--- src/rtl/countdown_ctrl_pkg.sv ---
// Shared definitions for the countdown controller: state encoding, default
// prescaler ratio, BCD digit width and the digit clamp helper.
package countdown_ctrl_pkg;

  localparam int DEFAULT_TICK_DIV = 125000000;
  localparam int DIGIT_W          = 4;

  typedef enum logic [1:0] {
    ST_IDLE  = 2'd0,
    ST_RUN   = 2'd1,
    ST_PAUSE = 2'd2,
    ST_DONE  = 2'd3
  } state_t;

  // Non-BCD codes (A..F) saturate to 9 so the counter only ever holds valid digits.
  function automatic logic [DIGIT_W-1:0] clamp_bcd(input logic [DIGIT_W-1:0] d);
    return (d > DIGIT_W'(9)) ? DIGIT_W'(9) : d;
  endfunction

endpackage

--- src/rtl/countdown_ctrl_tick_gen.sv ---
// Prescaler: counts 0..TICK_DIV-1 while enabled and strobes tick on the last
// count; holds its value while disabled so a resumed second is completed.
module tick_gen #(
  parameter int TICK_DIV = 125000000
) (
  input  logic clk,
  input  logic rst_n,
  input  logic en,
  input  logic clr,
  output logic tick
);

  localparam int CNT_W = (TICK_DIV > 2) ? $clog2(TICK_DIV) : 1;
  localparam logic [CNT_W-1:0] LAST = CNT_W'(TICK_DIV - 1);

  logic [CNT_W-1:0] cnt;

  assign tick = en && (cnt == LAST);

  always_ff @(posedge clk or negedge rst_n) begin
    if (!rst_n) begin
      cnt <= '0;
    end else if (clr) begin
      cnt <= '0;
    end else if (en) begin
      if (cnt == LAST) cnt <= '0;
      else             cnt <= cnt + CNT_W'(1);
    end
  end

endmodule

--- src/rtl/countdown_ctrl.sv ---
// Two-digit BCD countdown timer with start/pause/clear control and a
// TICK_DIV-cycle prescaler; all outputs are registered.
module countdown_ctrl
  import countdown_ctrl_pkg::*;
#(
  parameter int TICK_DIV = DEFAULT_TICK_DIV
) (
  input  logic               clk,
  input  logic               rst_n,
  input  logic               start,
  input  logic               pause,
  input  logic               clear,
  input  logic [DIGIT_W-1:0] preset_tens,
  input  logic [DIGIT_W-1:0] preset_ones,
  output logic [DIGIT_W-1:0] tens,
  output logic [DIGIT_W-1:0] ones,
  output logic               running,
  output logic               done,
  output logic               done_pulse
);

  state_t             state;
  logic [DIGIT_W-1:0] pre_tens;
  logic [DIGIT_W-1:0] pre_ones;
  logic               preset_zero;
  logic [DIGIT_W-1:0] dec_tens;
  logic [DIGIT_W-1:0] dec_ones;
  logic               last_step;
  logic               tick;
  logic               pre_en;
  logic               pre_clr;

  assign pre_tens    = clamp_bcd(preset_tens);
  assign pre_ones    = clamp_bcd(preset_ones);
  assign preset_zero = (pre_tens == '0) && (pre_ones == '0);

  // Holding the prescaler cleared in IDLE/DONE guarantees every fresh run
  // starts a full second; PAUSE keeps the partial count.
  assign pre_en  = (state == ST_RUN);
  assign pre_clr = clear || (state == ST_IDLE) || (state == ST_DONE);

  tick_gen #(
    .TICK_DIV(TICK_DIV)
  ) u_tick_gen (
    .clk  (clk),
    .rst_n(rst_n),
    .en   (pre_en),
    .clr  (pre_clr),
    .tick (tick)
  );

  always_comb begin
    dec_tens = tens;
    dec_ones = ones - DIGIT_W'(1);
    if (ones == '0) begin
      dec_ones = DIGIT_W'(9);
      dec_tens = tens - DIGIT_W'(1);
    end
  end

  // Treating 00 like 01 keeps the count from ever wrapping below zero.
  assign last_step = (tens == '0) && (ones <= DIGIT_W'(1));

  always_ff @(posedge clk or negedge rst_n) begin
    if (!rst_n) begin
      state      <= ST_IDLE;
      tens       <= '0;
      ones       <= '0;
      running    <= 1'b0;
      done       <= 1'b0;
      done_pulse <= 1'b0;
    end else begin
      done_pulse <= 1'b0;
      case (state)
        ST_IDLE: begin
          tens <= pre_tens;
          ones <= pre_ones;
          if (!clear && start && !preset_zero) begin
            state   <= ST_RUN;
            running <= 1'b1;
          end
        end

        ST_RUN: begin
          if (clear) begin
            state   <= ST_IDLE;
            tens    <= pre_tens;
            ones    <= pre_ones;
            running <= 1'b0;
          end else if (tick && last_step) begin
            state      <= ST_DONE;
            tens       <= '0;
            ones       <= '0;
            running    <= 1'b0;
            done       <= 1'b1;
            done_pulse <= 1'b1;
          end else begin
            if (tick) begin
              tens <= dec_tens;
              ones <= dec_ones;
            end
            if (pause) begin
              state   <= ST_PAUSE;
              running <= 1'b0;
            end
          end
        end

        ST_PAUSE: begin
          if (clear) begin
            state <= ST_IDLE;
            tens  <= pre_tens;
            ones  <= pre_ones;
          end else if (start) begin
            state   <= ST_RUN;
            running <= 1'b1;
          end
        end

        ST_DONE: begin
          tens <= '0;
          ones <= '0;
          if (clear) begin
            state <= ST_IDLE;
            tens  <= pre_tens;
            ones  <= pre_ones;
            done  <= 1'b0;
          end else if (start) begin
            tens <= pre_tens;
            ones <= pre_ones;
            done <= 1'b0;
            if (preset_zero) begin
              state <= ST_IDLE;
            end else begin
              state   <= ST_RUN;
              running <= 1'b1;
            end
          end
        end

        default: begin
          state   <= ST_IDLE;
          running <= 1'b0;
          done    <= 1'b0;
        end
      endcase
    end
  end

endmodule

--- config.mk ---
export PLATFORM = sky130hd
export DESIGN_NAME = countdown_ctrl
export DESIGN_NICKNAME = d
export VERILOG_FILES = /design/src/rtl/countdown_ctrl_pkg.sv /design/src/rtl/countdown_ctrl_tick_gen.sv /design/src/rtl/countdown_ctrl.sv
export SDC_FILE = /design/constraint.sdc
export NUM_CORES = 1
export LEC_CHECK = 0
export CORE_MARGIN = 2
export CORE_UTILIZATION = 53
export CTS_BUF_LIST = sky130_fd_sc_hd__clkbuf_2
export DETAILED_ROUTE_END_ITERATION = 7
export PLACE_DENSITY_LB_ADDON = 0.2
export RECOVER_POWER = 100
export SETUP_SLACK_MARGIN = 0.05
export SKIP_CTS_REPAIR_TIMING = 1
export SLEW_MARGIN = 30
export SYNTH_ARGS = -nofsm -noshare
export SYNTH_HDL_FRONTEND = slang
export SYNTH_HIERARCHICAL = 1
export SYNTH_SLANG_ARGS = --single-unit
--- constraint.sdc ---
create_clock -name clk -period 2.66 [get_ports clk]
set_clock_uncertainty 0.2 [all_clocks]
set_input_delay 0.665 -clock clk [delete_from_list [all_inputs] [get_ports clk]]
set_output_delay 0.665 -clock clk [all_outputs]
set_load 0.02 [all_outputs]
==> flow_summary.yaml, run 1 <==
clock_network:
  cts_num_sinks: 40
  clk_pin_slew_worst_paths_ps: 220
  clk_latency_ps: 420
  clk_root_buffer_cell: "sky130_fd_sc_hd__clkbuf_2"
  tritoncts: "yes"
  cts_made_buffers: 5
  cts_max_level: 2
  clock_path_buffers: 2
placed_design:
  hpwl_mm: 4.37
  pre_cts_slack_ps: -84.2
  buffer_ports.inserted: 23
  place.gp.congestion: 0.893
logic_synthesis:
  syn-num-nets: 287
  synth-edff-count: 0
  seq_total_area_yosys: 0.404
  synth_common_cells: "sky130_fd_sc_hd__dfrtp_1, sky130_fd_sc_hd__nor2_1, sky130_fd_sc_hd__nand2_1"
  synth.largest_area_cell: "sky130_fd_sc_hd__dfrtp_1"
  synthArstFlopShare: 1.00
  avgSynthCellArea_um2: 9.11
  synth_top_cell_area_share: 0.404
  syn-cell-area_mm2: 0.00248
  synth_flop_cell: "sky130_fd_sc_hd__dfrtp_1"
  synth.most_common_cell: "sky130_fd_sc_hd__dfrtp_1"
  synth_top_cells_by_area: "sky130_fd_sc_hd__dfrtp_1, sky130_fd_sc_hd__xor2_1, sky130_fd_sc_hd__nor2_1"
  netlist_instances: 272
  synth.ff_latch_count: 40
  yosys_warnings: 6
  netlist-cell-type-count: 62
sta:
  post-route-min-period_ps: 2620
  worst_pin_slew_ps: 915
  fin_setup_tns_ps: 0
  unrepaired_setup_endpoints_after_global_routing: "true"
  report.final.slew_viol_count: 0
  timing.final.crit_share: 0.985
  number_of_setup_violations_in_the_final_report: 0
  report.final.hold_viol_count: 0
  slew-limit-headroom: 0.390
  setup_slack_ps: 41.1
  fin_hold_ws_ps: 348
  max_freq_mhz: 382
pwr:
  total_leakage_power_nw: 1.22
  max-vdd-ir-drop_mv: 0.329
  power_density_mw_per_mm2: 431
global_routing:
  grt_use_met3: 0.0319
  maximum_number_of_pins_on_one_net_before_global_route_repair: 19
  first_global_vias: 2224
  gr-total-overflow: 0
  grt_use_met1: 0.298
  globalRouteTotalUtil: 0.241
  grt_use_met2: 0.421
  grt_antenna_before_repair: 0
  globalRoute.busiestLayer: "met2"
  global_route_wire_length_before_repair_mm: 9.88
worst_setup_path:
  critical_path.max_fanout: 7
  cp_data_arrival_time_ps: 2750
  required_ps: 2790
  setup.worst_path.end_class: "flop"
  critical_path_launch_point_type: "flop"
  worstSetupPathType: "reg -> reg"
run_status:
  status: "finished clean"
layout:
  nNetsFinal: 343
  diode_count: 0
  area_growth_pct: 23.6
  layout-drive-gt1-share: 0.219
  finish.utilization: 0.694
  fillerInstances: 376
detailed_routing:
  routedWlPerCell_um: 15.4
  drt-initial-drc-count: 171
  vias_per_cell: 6.06
  drc: 0
  dr_total_vias: 2308
  finalWirelength_mm: 5.86
  dr.pass1.iters: 5
  route.antenna.remaining_nets: 0
floorplanning:
  io-pin-count: 24
  start_util: 0.561
  dieArea_mm2: 0.00524
  placementRows: 24
  die_height_um: 72.4
  core_region_area_mm2: 0.00441
  chipWidth_um: 72.4
min_path:
  worst_hold_path_type: "reg -> reg"
run:
  maxCapViolations: 0
-- worst paths after layout --
check | depth (start not counted) | slack, ps | startpoint | to
max | 8 | 40 | u_tick_gen/cnt[13]$_DFFE_PN0P_ | tens[0]$_DFFE_PN0P_
min | 1 | 350 | running$_DFFE_PN0P_ | running$_DFFE_PN0P_
max reg2reg | 8 | 40 | u_tick_gen/cnt[13]$_DFFE_PN0P_ | tens[0]$_DFFE_PN0P_
min reg2reg | 1 | 350 | running$_DFFE_PN0P_ | running$_DFFE_PN0P_
max in group asynchronous | 3 | 490 | rst_n | u_tick_gen/cnt[0]$_DFFE_PN0P_
min in group asynchronous | 2 | 650 | rst_n | u_tick_gen/cnt[9]$_DFFE_PN0P_
-- critical path: stages (launching register included) --
cell,delay [ps]
sky130_fd_sc_hd__dfrtp_1,430
sky130_fd_sc_hd__or4_4,550
sky130_fd_sc_hd__nor4_4,170
sky130_fd_sc_hd__nand4b_1,180
sky130_fd_sc_hd__nor2_2,140
sky130_fd_sc_hd__nand3b_1,130
sky130_fd_sc_hd__o21a_4,260
sky130_fd_sc_hd__a21oi_4,180
sky130_fd_sc_hd__mux2_4,310
-- power breakdown --
group	switching [mW]	leakage [nW]	internal, mW
clock network	0.216	0.0390	0.157
registers	0.0318	0.541	0.633
logic	0.151	0.639	0.133
-- metrics by stage --
step,power (mW),cell area [um2],instances
2_1_floorplan,0.832,2480,272
3_3_place_gp,0.947,2920,367
3_5_place_dp,0.950,2920,367
4_1_cts,1.33,2990,375
5_1_grt,1.39,3060,381
6_report,1.32,3060,381
-- state kept, by name, indices dropped and copies added (netlist names) --
register / flops
running: 1
state: 2
ones: 4
u_tick_gen/cnt: 27
done_pulse: 1
tens: 4
done: 1
-- logic make-up after synthesis --
kind of cell	count (synthesis)	synth area share
buffers and inverters	19	0.0374
XOR/XNOR	18	0.0636
flip-flops	40	0.404
AO/OA/AOI/OAI	56	0.165
multiplexers	4	0.0167
AND/OR/NAND/NOR	133	0.304
adder cells (fa/ha/maj)	2	0.0101
-- cell type report --
cell class	count	area (um2)	share of cell area
clock inverter	3	42.5	0.0139
multi-input combinational	213	1420	0.464
tap	52	65.1	0.0212
inverter	12	45.0	0.0147
sequential	40	1000	0.327
clock buffer	5	25.0	0.00817
timing repair buffer	56	463	0.151
-- placed cells by master (no fill, tap or decap), types with 6 or more instances in the layout --
cell / count
sky130_fd_sc_hd__dfrtp_1: 40
sky130_fd_sc_hd__buf_4: 29
sky130_fd_sc_hd__nor2_1: 26
sky130_fd_sc_hd__nand2_1: 24
sky130_fd_sc_hd__clkdlybuf4s50_1: 22
sky130_fd_sc_hd__xor2_1: 17
sky130_fd_sc_hd__nand3_1: 14
sky130_fd_sc_hd__a21oi_1: 13
sky130_fd_sc_hd__inv_1: 12
sky130_fd_sc_hd__nand4_1: 11
sky130_fd_sc_hd__nor2_2: 11
sky130_fd_sc_hd__nor3_1: 9
sky130_fd_sc_hd__o21ai_0: 7
sky130_fd_sc_hd__nand2b_1: 6
-- routing by layer --
layer,part of all wire,up-vias
li1,-,1102
met1,0.43,1122
met2,0.50,71
met3,0.050,13
met4,0.014,0
met5,0,-
Note: power is estimated with default switching activity, not from simulation.
==> run 2: changes to the inputs <==
Settings changed: CORE_MARGIN 2 to 3.
==> run 2 against run 1 <==
Effect of this change:
- sequential power is 0.6% lower
- critical path depth stayed put
- via count is 3.5% lower
- core utilization is 1.6 points lower
- largest power group unchanged
- the run now ends with setup timing left
- combinational power is 3% higher
==> flow_summary.yaml, run 2 (same netlist as run 1, synthesis figures left out) <==
run_status:
  status: "finished, violations left"
  violations: "setup timing"
worst_setup_path:
  required_ps: 2760
  critical_path_launch_point_type: "flop"
  setup.worst_path.end_class: "flop"
  timing.reg2reg.worst_path_depth: 8
  cp_data_arrival_time_ps: 2880
  worst_r2r_startpoint: "u_tick_gen/cnt[10]$_DFFE_PN0P_"
  setup.reg_to_reg.worst_slack_ps: -120
  worstSetupPathType: "reg -> reg"
  critical_path.max_fanout: 7
  critical_path.reg2reg.endpoint: "tens[0]$_DFFE_PN0P_"
clock_network:
  cts_num_sinks: 40
  clk_latency_ps: 400
  cts_max_level: 2
  clk_root_buffer_cell: "sky130_fd_sc_hd__clkbuf_2"
  clk_pin_slew_worst_paths_ps: 210
  cts_made_buffers: 5
  clock_path_buffers: 2
  tritoncts: "yes"
sta:
  timing.final.crit_share: 1.05
  report.final.hold_viol_count: 0
  post-route-min-period_ps: 2780
  fin_setup_tns_ps: -580
  report.final.slew_viol_count: 0
  setup_slack_ps: -122
  worst_pin_slew_ps: 992
  max_freq_mhz: 359
  number_of_setup_violations_in_the_final_report: 10
  unrepaired_setup_endpoints_after_global_routing: "true"
  slew-limit-headroom: 0.338
detailed_routing:
  drc: 0
  dr.pass1.iters: 5
  vias_per_cell: 5.88
  routedWlPerCell_um: 15.0
  drt-initial-drc-count: 204
  route.antenna.remaining_nets: 0
  finalWirelength_mm: 5.69
  dr_total_vias: 2227
layout:
  largest_register_by_flop_count: "u_tick_gen/cnt"
  nNetsFinal: 341
  multiInputGateArea_mm2: 0.00141
  layout-drive-gt1-share: 0.217
  largest_register_ffs: 27
  final_common_cell: "sky130_fd_sc_hd__dfrtp_1"
  diode_count: 0
  area_growth_pct: 21.7
  finish.utilization: 0.678
  layout.cells.non_filler: 379
  most_used_cells_in_the_layout_excluding_fill_and_tap_cells: "sky130_fd_sc_hd__dfrtp_1, sky130_fd_sc_hd__nor2_1, sky130_fd_sc_hd__buf_4"
  biggestRegsByFlops: "u_tick_gen/cnt (27), ones (4), tens (4)"
  sequential_cell_area_mm2: 0.00100
  fillerInstances: 373
run:
  maxCapViolations: 0
global_routing:
  globalRoute.busiestLayer: "met1"
  globalRouteTotalUtil: 0.218
  grt_use_met3: 0.0365
  grt_use_met2: 0.323
  grt_antenna_before_repair: 0
  global_route_wire_length_before_repair_mm: 9.47
  gr-total-overflow: 0
  maximum_number_of_pins_on_one_net_before_global_route_repair: 41
  first_global_vias: 2017
  grt_use_met1: 0.327
placed_design:
  pre_cts_slack_ps: -106
  place_inst: 365
  buffer_ports.inserted: 23
  place.gp.congestion: 0.902
  hpwl_mm: 4.13
floorplanning:
  placementRows: 24
  io-pin-count: 24
  start_util: 0.557
  dieArea_mm2: 0.00553
  die_height_um: 74.4
  chipWidth_um: 74.4
  core_region_area_mm2: 0.00444
pwr:
  power_density_mw_per_mm2: 402
  total_power_mw: 1.21
  total_leakage_power_nw: 1.20
  max-vdd-ir-drop_mv: 0.299
min_path:
  worst_hold_path_type: "in -> async"
## run 2: worst max-delay path by stage
stage	depth (start not counted)	start	to
2_1_floorplan	8	u_tick_gen/cnt[9]$_DFFE_PN0P_	tens[0]$_DFFE_PN0P_
3_3_place_gp	5	preset_tens[3]	running$_DFFE_PN0P_
3_5_place_dp	8	clear	u_tick_gen/cnt[26]$_DFFE_PN0P_
4_1_cts	8	u_tick_gen/cnt[13]$_DFFE_PN0P_	tens[0]$_DFFE_PN0P_
5_1_grt	10	u_tick_gen/cnt[9]$_DFFE_PN0P_	tens[2]$_DFFE_PN0P_
6_report	8	u_tick_gen/cnt[10]$_DFFE_PN0P_	tens[0]$_DFFE_PN0P_
## run 2: layout make-up
class,count,share of cell area
inverter,12,0.0149
sequential,40,0.332
clock buffer,5,0.00830
timing repair buffer,54,0.151
clock inverter,3,0.00457
multi-input combinational,213,0.467
tap,52,0.0216
## run 2: metal layers
layer  part of all wire  routed length, um
met1               0.48               2740
met2               0.44               2520
met3              0.068                389
met4             0.0076                 43
met5                  0                  0
## run 2: worst max-delay path, stage by stage, from the launching register on
cell	delay, ps
sky130_fd_sc_hd__dfrtp_1	420
sky130_fd_sc_hd__or4_4	560
sky130_fd_sc_hd__nor4_4	290
sky130_fd_sc_hd__nand4b_1	190
sky130_fd_sc_hd__nor2_2	160
sky130_fd_sc_hd__nand3b_1	130
sky130_fd_sc_hd__o21a_4	280
sky130_fd_sc_hd__a21oi_4	150
sky130_fd_sc_hd__mux2_4	310
## run 2: stage by stage
stage               area, um2  hold WS (ps)
floorplan                2480           169
global placement         2910           298
detailed placement       2910           299
CTS                      2950          97.1
global route             3010           308
finish                   3010           270
## run 2: power breakdown
| group | total, mW | switching [mW] | leakage, nW | internal, mW |
|---|---|---|---|---|
| registers | 0.661 | 0.0282 | 0.541 | 0.633 |
| clock network | 0.259 | 0.200 | 0.0302 | 0.0590 |
| logic | 0.293 | 0.159 | 0.624 | 0.134 |
| total | 1.21 | 0.387 | 1.20 | 0.826 |
==> run 3: changes to the inputs <==
Clock period 2.66 ns to 2.2 ns, I/O delays scaled along.
==> run 3 against run 2 <==
Effect of this change:
- the flow still finishes with violations (setup timing)
- via count is 14% higher
- die area stayed put
- setup slack worse by 450 ps
- core utilization up 10 points
- global-route usage increased by 3.2 points
- critical path depth did not move
- sequential cell count unchanged
- hold slack improved by 81 ps
- critical endpoint unchanged
- largest cell class unchanged
- highest routed layer unchanged
==> flow_summary.yaml, run 3 (same netlist as run 1, synthesis figures left out) <==
worst_setup_path:
  worstSetupPathType: "reg -> reg"
  setup.worst_path.end_class: "flop"
  cp_data_arrival_time_ps: 2890
  critical_path_launch_point_type: "flop"
  timing.reg2reg.worst_path_depth: 8
  critical_path.max_fanout: 6
  required_ps: 2320
pwr:
  swShare: 0.279
  power_density_mw_per_mm2: 539
  share_comb_of_total_power: 0.210
  seqPwrFrac: 0.423
  p_switching_mw: 0.522
  pwr-share-clk: 0.367
  total_leakage_power_nw: 1.47
  total_power_mw: 1.87
  internal_power_mw: 1.35
  max-vdd-ir-drop_mv: 0.362
layout:
  area_growth_pct: 40.3
  largest_register_ffs: 27
  final_common_cell: "sky130_fd_sc_hd__buf_4"
  nNetsFinal: 385
  layout-drive-gt1-share: 0.353
  largest_register_by_flop_count: "u_tick_gen/cnt"
  biggestRegsByFlops: "u_tick_gen/cnt (27), ones (4), tens (4)"
  finalInstanceArea_mm2: 0.00348
  diode_count: 0
  most_used_cells_in_the_layout_excluding_fill_and_tap_cells: "sky130_fd_sc_hd__buf_4, sky130_fd_sc_hd__dfrtp_1, sky130_fd_sc_hd__nand2_1"
run_status:
  status: "finished, violations left"
  violations: "setup timing"
global_routing:
  globalRouteTotalUtil: 0.251
  globalRoute.busiestLayer: "met2"
  maximum_number_of_pins_on_one_net_before_global_route_repair: 41
  global_route_wire_length_before_repair_mm: 10.7
  grt_antenna_before_repair: 0
  grt_use_met3: 0.0446
  gr-total-overflow: 0
  grt_use_met1: 0.364
  first_global_vias: 2246
  grt_use_met2: 0.393
floorplanning:
  core_region_area_mm2: 0.00444
  dieArea_mm2: 0.00553
  die_height_um: 74.4
  start_util: 0.557
  chipWidth_um: 74.4
  io-pin-count: 24
  placementRows: 24
sta:
  timing.final.crit_share: 1.26
  post-route-min-period_ps: 2770
  number_of_setup_violations_in_the_final_report: 20
  fin_setup_tns_ps: -5730
  report.final.hold_viol_count: 0
  report.final.slew_viol_count: 0
  slew-limit-headroom: 0.326
  worst_pin_slew_ps: 1010
  unrepaired_setup_endpoints_after_global_routing: "true"
  setup_slack_ps: -567
  max_freq_mhz: 361
clock_network:
  cts_num_sinks: 40
  clk_pin_slew_worst_paths_ps: 230
  tritoncts: "yes"
  clock_path_buffers: 2
  cts_made_buffers: 5
  clk_latency_ps: 410
  clk_root_buffer_cell: "sky130_fd_sc_hd__clkbuf_2"
  cts_max_level: 2
detailed_routing:
  drt-initial-drc-count: 360
  dr.pass1.iters: 5
  route.antenna.remaining_nets: 0
  dr_total_vias: 2542
  vias_per_cell: 6.01
  drc: 0
  finalWirelength_mm: 7.47
  routedWlPerCell_um: 17.7
placed_design:
  place.gp.congestion: 0.918
  pre_cts_slack_ps: -407
  buffer_ports.inserted: 23
  detailed_place.area_mm2: 0.00321
  hpwl_mm: 4.80
min_path:
  hold-path-cell-count: 1
  worst_hold_path_type: "reg -> reg"
run:
  maxCapViolations: 0
run 3: cell types whose count changed in the layout (fill, tap and decap cells not counted), moves of 3 or more:
cell,delta
sky130_fd_sc_hd__buf_4,+40
sky130_fd_sc_hd__clkbuf_1,+11
sky130_fd_sc_hd__clkdlybuf4s50_1,-11
sky130_fd_sc_hd__bufinv_16,+3
sky130_fd_sc_hd__nor2_1,-3
sky130_fd_sc_hd__nor2_4,+3
run 3: cell type report:
cell class	count	area [um2]
inverters	12	45.0
clock inverters	3	90.1
fillers	291	968
well taps	52	65.1
flip-flops and latches	40	1000
repair buffers	97	716
clock buffers	5	25.0
multi-input cells	214	1530
run 3: power groups by stage:
stage | combinational, mW | clock, mW | sequential (mW)
floorplan | 0.170 | 0 | 0.838
global placement | 0.375 | 0 | 0.803
detailed placement | 0.383 | 0 | 0.804
CTS | 0.387 | 0.681 | 0.792
global route | 0.425 | 0.718 | 0.795
finish | 0.393 | 0.687 | 0.793
run 3: critical path, stage by stage (launching register included):
cell	delay (ps)
sky130_fd_sc_hd__dfrtp_1	450
sky130_fd_sc_hd__or4_4	550
sky130_fd_sc_hd__nor4_4	180
sky130_fd_sc_hd__nand4b_1	180
sky130_fd_sc_hd__nor2_1	180
sky130_fd_sc_hd__nand3b_1	160
sky130_fd_sc_hd__o21a_4	270
sky130_fd_sc_hd__a21oi_4	180
sky130_fd_sc_hd__mux2_4	320
run 3: final timing paths:
check / from / endpoint / slack (ps)
max: u_tick_gen/cnt[13]$_DFFE_PN0P_ / tens[0]$_DFFE_PN0P_ / -570
max reg2reg: u_tick_gen/cnt[13]$_DFFE_PN0P_ / tens[0]$_DFFE_PN0P_ / -570
min in group asynchronous: rst_n / u_tick_gen/cnt[13]$_DFFE_PN0P_ / 690
max in group asynchronous: rst_n / u_tick_gen/cnt[6]$_DFFE_PN0P_ / 490
min reg2reg: running$_DFFE_PN0P_ / running$_DFFE_PN0P_ / 350
min: running$_DFFE_PN0P_ / running$_DFFE_PN0P_ / 350
run 3: layer usage:
layer / up-vias / routed length [um] / share of wire
met3: 19 / 526 / 0.070
met1: 1209 / 3150 / 0.42
met2: 131 / 3650 / 0.49
met4: 0 / 148 / 0.020
li1: 1183 / - / -
met5: - / 0 / 0
run 3: per-stage QoR:
step	utilization	instances	hold slack, ps
floorplan	-	272	54.4
global placement	0.723	405	297
detailed placement	0.723	405	309
CTS	0.749	413	-31.5
global route	0.782	423	387
finish	0.782	423	351
